--- config.mk ---
export PLATFORM = sky130hd
export DESIGN_NAME = dht_poll_scheduler
export DESIGN_NICKNAME = d
export VERILOG_FILES = /design/src/rtl/dht_poll_scheduler_pkg.sv /design/src/rtl/dht_poll_scheduler_checksum.sv /design/src/rtl/dht_poll_scheduler.sv
export SDC_FILE = /design/constraint.sdc
export NUM_CORES = 1
export LEC_CHECK = 0
export ABC_AREA = 1
export BUFFER_PORTS_ARGS = -buffer_cell sky130_fd_sc_hd__buf_4
export CORE_ASPECT_RATIO = 0.7
export CORE_MARGIN = 5
export CORE_UTILIZATION = 60
export DETAILED_ROUTE_END_ITERATION = 10
export HOLD_SLACK_MARGIN = 0.02
export PLACE_DENSITY = 0.88
export SETUP_SLACK_MARGIN = 0.02
export SYNTH_ARGS = -nofsm -noshare
export SYNTH_HDL_FRONTEND = slang
export SYNTH_SLANG_ARGS = --single-unit
--- constraint.sdc ---
create_clock -name clk -period 4.55 [get_ports clk]
set_input_delay 0.6825 -clock clk [delete_from_list [all_inputs] [get_ports clk]]
set_output_delay 0.6825 -clock clk [all_outputs]
set_load 0.005 [all_outputs]
--- src/rtl/dht_poll_scheduler_pkg.sv ---
// Shared types and constants for the DHT poll scheduler: FSM states, packet
// header byte, status-byte bit positions and the key rotation helper.
package dht_poll_scheduler_pkg;

    typedef enum logic [2:0] {
        ST_IDLE,
        ST_WAIT,
        ST_START,
        ST_READ,
        ST_CHECK,
        ST_SEND
    } state_e;

    localparam logic [7:0] HEADER_BYTE = 8'hA5;

    localparam int unsigned STATUS_CSUM_BIT    = 0;
    localparam int unsigned STATUS_TIMEOUT_BIT = 1;
    localparam int unsigned STATUS_RETRY_LSB   = 4;

    function automatic logic [7:0] rotl8(input logic [7:0] v, input logic [1:0] n);
        logic [7:0] r;
        unique case (n)
            2'd1:    r = {v[6:0], v[7]};
            2'd2:    r = {v[5:0], v[7:6]};
            2'd3:    r = {v[4:0], v[7:5]};
            default: r = v;
        endcase
        return r;
    endfunction

endpackage

--- src/rtl/dht_poll_scheduler_checksum.sv ---
// Combinational DHT frame check: the four data bytes summed modulo 256 must
// equal the trailing checksum byte.
module dht_checksum (
    input  logic [39:0] data,
    output logic        ok
);

    logic [7:0] sum;

    always_comb begin
        sum = data[39:32] + data[31:24] + data[23:16] + data[15:8];
        ok  = (sum == data[7:0]);
    end

endmodule

--- src/rtl/dht_poll_scheduler.sv ---
// Periodically polls a DHT11 reader, validates the frame with retries and a
// sticky fault flag, and streams a 4-byte packet over a valid/ready UART port.
// Optional build macro SENSOR_SCRAMBLE_EN XORs payload bytes with a rotated KEY.
module dht_poll_scheduler
    import dht_poll_scheduler_pkg::*;
#(
    parameter int unsigned POLL_PERIOD  = 200000000,
    parameter int unsigned READ_TIMEOUT = 1000000,
    parameter int unsigned MAX_RETRY    = 3,
    parameter logic [7:0]  KEY          = 8'h5C
) (
    input  logic        clk,
    input  logic        rst,
    input  logic        enable,
    input  logic        force_poll,
    output logic        rd_start,
    input  logic        rd_done,
    input  logic [39:0] rd_data,
    output logic [7:0]  tx_data,
    output logic        tx_valid,
    input  logic        tx_ready,
    output logic        fault,
    output logic [15:0] poll_count
);

    localparam int unsigned PCW = $clog2(POLL_PERIOD + 1);
    localparam int unsigned TCW = $clog2(READ_TIMEOUT + 1);
    localparam logic [PCW-1:0] PERIOD_LOAD  = PCW'(POLL_PERIOD - 1);
    localparam logic [TCW-1:0] TIMEOUT_LAST = TCW'(READ_TIMEOUT - 1);
    localparam logic [3:0]     RETRY_LIMIT  = 4'(MAX_RETRY);

`ifdef SENSOR_SCRAMBLE_EN
    localparam logic [7:0] MASK_1 = rotl8(KEY, 2'd1);
    localparam logic [7:0] MASK_2 = rotl8(KEY, 2'd2);
    localparam logic [7:0] MASK_3 = rotl8(KEY, 2'd3);
`else
    localparam logic [7:0] MASK_1 = 8'h00;
    localparam logic [7:0] MASK_2 = 8'h00;
    localparam logic [7:0] MASK_3 = 8'h00;
`endif

    state_e           state_q, state_d;
    logic [PCW-1:0]   period_cnt_q, period_cnt_d;
    logic [TCW-1:0]   to_cnt_q, to_cnt_d;
    logic [3:0]       retry_cnt_q, retry_cnt_d;
    logic [39:0]      rd_word_q, rd_word_d;
    logic             timeout_q, timeout_d;
    logic             csum_err_q, csum_err_d;
    logic [7:0]       last_hum_q, last_hum_d;
    logic [7:0]       last_temp_q, last_temp_d;
    logic             fault_q, fault_d;
    logic [15:0]      poll_count_q, poll_count_d;
    logic [1:0]       byte_idx_q, byte_idx_d;
    logic             csum_ok;
    logic [7:0]       status_byte;

    dht_checksum u_checksum (
        .data (rd_word_q),
        .ok   (csum_ok)
    );

    assign fault      = fault_q;
    assign poll_count = poll_count_q;

    // NOTE: every signal written here gets a default first so no path can
    // leave it unassigned, which would otherwise infer a latch.
    always_comb begin
        state_d      = state_q;
        period_cnt_d = period_cnt_q;
        to_cnt_d     = to_cnt_q;
        retry_cnt_d  = retry_cnt_q;
        rd_word_d    = rd_word_q;
        timeout_d    = timeout_q;
        csum_err_d   = csum_err_q;
        last_hum_d   = last_hum_q;
        last_temp_d  = last_temp_q;
        fault_d      = fault_q;
        poll_count_d = poll_count_q;
        byte_idx_d   = byte_idx_q;
        rd_start     = 1'b0;
        tx_valid     = 1'b0;
        tx_data      = 8'h00;

        status_byte                             = 8'h00;
        status_byte[STATUS_RETRY_LSB +: 4]      = retry_cnt_q;
        status_byte[STATUS_TIMEOUT_BIT]         = timeout_q;
        status_byte[STATUS_CSUM_BIT]            = csum_err_q;

        case (state_q)
            ST_IDLE: begin
                if (enable) begin
                    period_cnt_d = PERIOD_LOAD;
                    state_d      = ST_WAIT;
                end
            end
            ST_WAIT: begin
                if (!enable) begin
                    state_d = ST_IDLE;
                end else if (force_poll || period_cnt_q == '0) begin
                    state_d = ST_START;
                end else begin
                    period_cnt_d = period_cnt_q - 1'b1;
                end
            end
            ST_START: begin
                rd_start  = 1'b1;
                to_cnt_d  = '0;
                timeout_d = 1'b0;
                state_d   = ST_READ;
            end
            ST_READ: begin
                // A completion in the final timeout cycle still counts as a read.
                if (rd_done) begin
                    rd_word_d = rd_data;
                    timeout_d = 1'b0;
                    state_d   = ST_CHECK;
                end else if (to_cnt_q == TIMEOUT_LAST) begin
                    timeout_d = 1'b1;
                    state_d   = ST_CHECK;
                end else begin
                    to_cnt_d = to_cnt_q + 1'b1;
                end
            end
            ST_CHECK: begin
                csum_err_d = !timeout_q && !csum_ok;
                byte_idx_d = 2'd0;
                if (!timeout_q && csum_ok) begin
                    retry_cnt_d = 4'd0;
                    last_hum_d  = rd_word_q[39:32];
                    last_temp_d = rd_word_q[23:16];
                    fault_d     = 1'b0;
                    state_d     = ST_SEND;
                end else if (retry_cnt_q < RETRY_LIMIT) begin
                    retry_cnt_d = retry_cnt_q + 1'b1;
                    state_d     = ST_START;
                end else begin
                    fault_d = 1'b1;
                    state_d = ST_SEND;
                end
            end
            ST_SEND: begin
                tx_valid = 1'b1;
                unique case (byte_idx_q)
                    2'd0: tx_data = HEADER_BYTE;
                    2'd1: tx_data = last_hum_q ^ MASK_1;
                    2'd2: tx_data = last_temp_q ^ MASK_2;
                    2'd3: tx_data = status_byte ^ MASK_3;
                endcase
                if (tx_ready) begin
                    if (byte_idx_q == 2'd3) begin
                        poll_count_d = poll_count_q + 1'b1;
                        retry_cnt_d  = 4'd0;
                        byte_idx_d   = 2'd0;
                        period_cnt_d = PERIOD_LOAD;
                        state_d      = enable ? ST_WAIT : ST_IDLE;
                    end else begin
                        byte_idx_d = byte_idx_q + 1'b1;
                    end
                end
            end
            default: state_d = ST_IDLE;
        endcase
    end

    // NOTE: state registers use non-blocking assignments so every flop samples
    // the values computed before this edge, independent of statement order.
    always_ff @(posedge clk) begin
        if (rst) begin
            state_q      <= ST_IDLE;
            period_cnt_q <= '0;
            to_cnt_q     <= '0;
            retry_cnt_q  <= 4'd0;
            rd_word_q    <= 40'd0;
            timeout_q    <= 1'b0;
            csum_err_q   <= 1'b0;
            last_hum_q   <= 8'h00;
            last_temp_q  <= 8'h00;
            fault_q      <= 1'b0;
            poll_count_q <= 16'h0000;
            byte_idx_q   <= 2'd0;
        end else begin
            state_q      <= state_d;
            period_cnt_q <= period_cnt_d;
            to_cnt_q     <= to_cnt_d;
            retry_cnt_q  <= retry_cnt_d;
            rd_word_q    <= rd_word_d;
            timeout_q    <= timeout_d;
            csum_err_q   <= csum_err_d;
            last_hum_q   <= last_hum_d;
            last_temp_q  <= last_temp_d;
            fault_q      <= fault_d;
            poll_count_q <= poll_count_d;
            byte_idx_q   <= byte_idx_d;
        end
    end

endmodule

# After elaboration in Yosys (flattened, before gate mapping)
# Cells that the tools add are included.
totals:
  output_inout_bits: 27
  wordCells: 100
  register_bits: 132
  input_bits: 46
classes:
  muxes: 37
  n_lt_le_gt_ge: 1
  eq_ne: 21
  n_reduce_logical: 21
  addsub: 8
ops:
  columns: ["op", "n"]
  rows:
  - ["$mux W28", 5]
  - ["$pmux W28 S3", 1]
  - ["$mux W20", 2]
  - ["$pmux W20 S2", 1]
  - ["$pmux W8 S4", 1]
  - ["$logic_not A28 Y1", 1]
  - ["$sub A28 B1 Y28 const B", 1]
  - ["$mux W3", 9]
  - ["$add A8 B8 Y8", 3]
  - ["$add A20 B1 Y20 const B", 1]
  - ["$eq A20 B20 Y1 const B", 1]
  - ["$pmux W3 S6", 1]
  - ["$add A16 B1 Y16 const B", 1]
  - ["$mux W4", 4]
  - ["$ne A2 B2 Y1 const B", 8]
  - ["$reduce_and A2 Y1", 5]
  - ["$ne A3 B3 Y1 const B", 3]
  - ["$eq A8 B8 Y1", 1]
  - ["$mux W8", 1]
  - ["$pmux W4 S2", 1]
  - ["$mux W1", 7]
  - ["$eq A3 B2 Y1 const B", 2]
  - ["$eq A3 B3 Y1 const B", 2]
  - ["$reduce_and A3 Y1", 2]
  - ["19 further kinds", 24]

# Longest topological paths before layout
logic_depth:
  depth_word: 7
  mapped_depth: 20
  ltp_nobuf: 20

# Cells and area by module
# A second synthesis with hierarchy kept.
unflattened:
  cells_unflattened: 1138
  area_unflattened_um2: 7403.4
by_module_without_submodules:
  columns: ["mod", "n_inst", "seq_area_each_um2", "cells_each", "area_each_um2"]
  rows:
  - ["dht_poll_scheduler", 1, 2642.5, 1013, 6562.5]
  - ["dht_checksum", 1, 0.0, 125, 840.8]

# Worst setup path before layout
# OpenSTA, ideal clock, no wires.
synth_timing:
  kind: "reg-to-reg"
  startpoint: "register rd_word_q[9]"
  endpoint: "register retry_cnt_q[1]"
  setup_ns: 0.064
  setup_slack_ns: 1.325
  path_stages_with_launch: 18
  required_time_ns: 4.486
  n_path_buf: 0
  synth_period_minus_slack_ns: 3.225
  t_arrival_ns: 3.161
  cell_sequence: "dfxtp_1 fa_1 inv_1 fa_1 inv_1 ha_1 fa_1 xnor2_1 nand3_1 nor2_1 nand3_1 nor2_2 nand4_1 nand2_1 nand2_1 nand2_1 nand2_1 nor2_1"
synth_via:
  elab_chain_cells: 5
  word_cells_on_any_way: 7
  classes_between: "add/sub: 1; eq/ne: 2; mux: 2; reduce/logical: 2"
synth_rtl:
  columns: ["item", "line", "rtl"]
  rows:
  - ["start, declared", "dht_poll_scheduler.sv:46", "logic [39:0] rd_word_q, rd_word_d;"]
  - ["start signal, assigned", "dht_poll_scheduler.sv:186", "rd_word_q <= rd_word_d;"]
  - ["$add A8 B8 Y8 *", "dht_poll_scheduler_checksum.sv:11", "sum = data[39:32] + data[31:24] + data[23:16] + data[15:8];"]
  - ["$eq A8 B8 Y1 *", "dht_poll_scheduler_checksum.sv:12", "ok = (sum == data[7:0]);"]
  - ["$logic_and A1 B1 Y1 *", "dht_poll_scheduler.sv:127", "if (!timeout_q && csum_ok) begin"]
  - ["$ne A3 B3 Y1 (no source line) or $mux W4 (tied branches)", null, null]
  - ["$reduce_and A4 Y1 (no source line) or $pmux W4 S2 (tied branches)", null, null]
  - ["end signal, assigned", "dht_poll_scheduler.sv:185", "retry_cnt_q <= retry_cnt_d;"]
  - ["end, declared", "dht_poll_scheduler.sv:45", "logic [3:0] retry_cnt_q, retry_cnt_d;"]
# Mark *: on every way between the ends. The rest lies on a longest branch, timed or not.
# A chain may end at the register's enable or synchronous reset.

# Worst setup path in the final report
layout_timing:
  startpoint: "register rd_word_q[9]"
  endpoint: "register last_hum_q[7]"
layout_via:
  elab_chain_cells: 4
layout_rtl:
  columns: ["item", "line", "rtl"]
  rows:
  - ["$add A8 B8 Y8", "dht_poll_scheduler_checksum.sv:11", null]
  - ["$eq A8 B8 Y1", "dht_poll_scheduler_checksum.sv:12", null]
  - ["$logic_and A1 B1 Y1", "dht_poll_scheduler.sv:127", null]
  - ["$reduce_and A2 Y1 (no source line)", null, null]
  - ["end signal, assigned", "dht_poll_scheduler.sv:189", "last_hum_q <= last_hum_d;"]
  - ["end, declared", "dht_poll_scheduler.sv:49", "logic [7:0] last_hum_q, last_hum_d;"]
# Every way passes these cells.

==> results.md <==
- GRT Total Usage: 26.5%
- CTS clk-pin slew, worst paths: 0.06 ns
- Sw Ratio: 37.9%
- Antenna violations before repair: 0
- Filler Cell Count: 969
- Mean Syn Cell Area: 7.02 sq um
- Clk buf depth: 2
- Diode count: 0
- GRT overflow: 0
- Final Skew: 0.0125 ns
- Crit path arrival time: 4.30 ns
- Outcome: finished clean
- WL final: 18.7 mm
- Clk pwr share: 32.7%
- 1st-pass router iterations: 6
- DIE AREA: 0.0144 sq mm
- Vias: 7,001
- Maxcap violations: 0
- Net count after synthesis: 1,104
- HPWL Detailed: 13.1 mm
- # nets final: 1,161
- Final min period: 3.95 ns
- Hold Buf Count CTS: 0
- Antenna Nets Post-Route: 0
- RSZ-0062 raised after global routing: false
- Post-synth EDFFs: 0
- P_sw: 1.69 mW
- Final setup viols: 0
- Die X: 141 microns
- Sequential power share: 34.1%
- Ys async rst share: 0%
- Synthesized area: 0.00722 sq mm
- Post-CTS sizing: 0
- Post-synth top area share: 36.6%
- Cells after Synth: 1,029
- Initial Util: 61.6%
- Min-delay worst type: in2reg
- CTS Sinks: 132
- Pins over their slew limit: 0
- Placer Congestion: 0.963
- Final WS setup: 0.603 ns
- CTS tree: yes
- Crit path max fanout: 21
- FP Rows: 33
- Fin crit share: 86.7%
- Root buffer cell: clkbuf_16
- CP Data Required Time: 4.90 ns
- Peak VDD IR: 356 uV
- Critical path launch point type: flip-flop
- Yosys top cell by area: dfxtp_1
- Initial DRC count: 699
- Largest net degree at the start of global routing: 60
- CP endpoint kind: flip-flop
- Global-route wire length before repair: 30.9 mm
- Layout cell share with drive strength beyond 1: 11.7%
- Fmax: 253 MHz
- Post-CTS setup buffers: 0
- Seq cells post-synth: 132
- Worst Tran Pin Value: 0.797 ns
- Top_reg_cell synth: dfxtp_1
- Int Power: 2.78 mW
- Combinational share of power: 33.2%
- Critical path class: reg2reg
- Max_slew headroom: 46.8%
- Port bufs: 72
- Warnings from Yosys: 0
- Vias/cell: 5.58
- PwrDens: 531 mW/mm^2
- H-tree level count: 4
- Finished Cell Area: 0.00842 sq mm
- Hold Fails Final Rpt: 0
- WL/cell: 14.9 microns
- Layout area overhead: 16.6%
- TritonCTS buffer count: 17
- Cell Area, Placed: 0.00780 sq mm
- Latest clock arrival within the worst-skew pair: 0.43 ns
- Vias in the first global route: 6,476
- Setup WS pre-CTS: 0.728 ns
- IO Count: 73
- Core Footprint: 0.0117 sq mm
- Area contributors post-synth: dfxtp_1 37%, nand2_1 9.8%, nor2_1 9.1%, a21oi_1 5.8%, o21ai_0 5.7%
- Pleak: 3.59 nW
- Post-route DRC: 0
- Register area share after synthesis: 36.6%
- Die height: 102 microns
- Yosys cell types: 45
- Setup tns final: 0 ns
flip-flops by register name, indices dropped and copies added (netlist names), 2 cells and up:
signal,count
last_temp_q,8
to_cnt_q,20
last_hum_q,8
byte_idx_q,2
poll_count,16
state_q,3
period_cnt_q,28
rd_word_q,40
retry_cnt_q,4
power by group through the flow:
stage	registers, mW	logic, mW	clock network [mW]
CTS	1.52	1.45	1.47
global placement	1.54	1.40	0
detailed placement	1.54	1.44	0
finish	1.53	1.48	1.46
floorplan	1.50	1.19	0
global route	1.55	1.67	1.53
cell usage after synthesis (2+ instances only):
cell and n:
nor3b_1 2, buf_4 3, dfxtp_1 132, nand2_1 188
inv_2 7, or2_2 3, o21ai_0 82, nor2_2 2
a21oi_1 83, o21a_1 3, nand3_1 49, clkbuf_1 18
buf_2 10, inv_1 101, fa_1 14, a31oi_1 10
nor3_2 3, o31ai_1 3, nand4_1 25, nor4_1 6
xnor2_1 15, nor3_4 3, nor3_1 28, nor2_1 175
xor2_1 22, nand2_2 2, o21bai_1 2, o21ai_1 3
a211oi_1 2, clkbuf_2 2, ha_1 15, nand3b_1 3
kinds of logic (layout without fill, tap and decap cells):
family,Yosys count,in the layout,share of synthesized area (%)
buf+inv,143,212,7.90
xor+xnor,38,38,4.80
flops,132,132,36.6
simple gates,495,495,30.2
compound gates,192,192,14.0
fa+ha+maj,29,29,6.48
per-layer routing:
layer	up-vias	track usage, %	share of wire, %	routed length (microns)
li1	3479	-	-	-
met1	3191	37.8	48	8910
met2	297	39.2	42	7920
met3	34	6.09	8.0	1500
met4	0	10.1	1.8	328
met5	-	0	0	0
path summary, 6_finish.rpt:
kind | end | slack [ns] | from | depth (start not counted)
min | rd_word_q[13]$_SDFFE_PP0P_ | 0.47 | rd_data[13] | 3
max reg2reg | last_hum_q[7]$_SDFFE_PP0P_ | 0.60 | rd_word_q[9]$_SDFFE_PP0P_ | 17
min reg2reg | retry_cnt_q[2]$_SDFFE_PP0P_ | 0.48 | retry_cnt_q[2]$_SDFFE_PP0P_ | 2
max | last_hum_q[7]$_SDFFE_PP0P_ | 0.60 | rd_word_q[9]$_SDFFE_PP0P_ | 17
stage by stage:
| step | util [%] | total power [mW] | hold slack [ns] | instances |
|---|---|---|---|---|
| after floorplan | - | 2.69 | 0.444 | 1029 |
| after global placement | 66.5 | 2.93 | 0.459 | 1224 |
| after detailed placement | 66.5 | 2.98 | 0.466 | 1224 |
| after CTS | 71.8 | 4.44 | 0.473 | 1255 |
| after global routing | 71.8 | 4.75 | 0.485 | 1255 |
| final | 71.8 | 4.47 | 0.474 | 1255 |
cells in the final DEF, fill, tap and decap left out, drive strengths merged:
cell type  instances
xor2              22
xnor3              1
nand4             26
o21bai             2
a21boi             1
dfxtp            132
inv              109
nor3b              2
buf               73
nor2             178
clkinvlp           5
or2                4
o21a               3
ha                15
o31ai              3
a211oi             2
clkinv             1
nor3              34
clkbuf            20
xnor2             15
o21ai             85
a21oi             84
nor4               7
a221o              1
bufinv             4
o2111ai            1
nand2            190
fa                14
nand3b             3
a31oi             10
nand3             51
cell type report:
class	instances	area [sq um]	share of cell area, %
multi-input cells	754	4010	47.6
flip-flops and latches	132	2640	31.4
repair buffers	73	548	6.51
clock buffers	20	447	5.30
inverters	108	405	4.81
well taps	157	196	2.33
clock inverters	11	175	2.08
worst max-delay path, cell delays in order, from the launching register on:
cell	delay [ns]
dfxtp_1	0.33
fa_1	0.54
inv_1	0.05
fa_1	0.49
inv_1	0.05
ha_1	0.23
fa_1	0.44
nand2_1	0.12
nand2_1	0.06
nand2_1	0.05
nand2_1	0.06
nor2_1	0.14
nand3_1	0.11
nor2_2	0.15
nand4_2	0.34
inv_2	0.42
o21ai_0	0.13
a21oi_1	0.16
(Power assumes the default switching activity.)
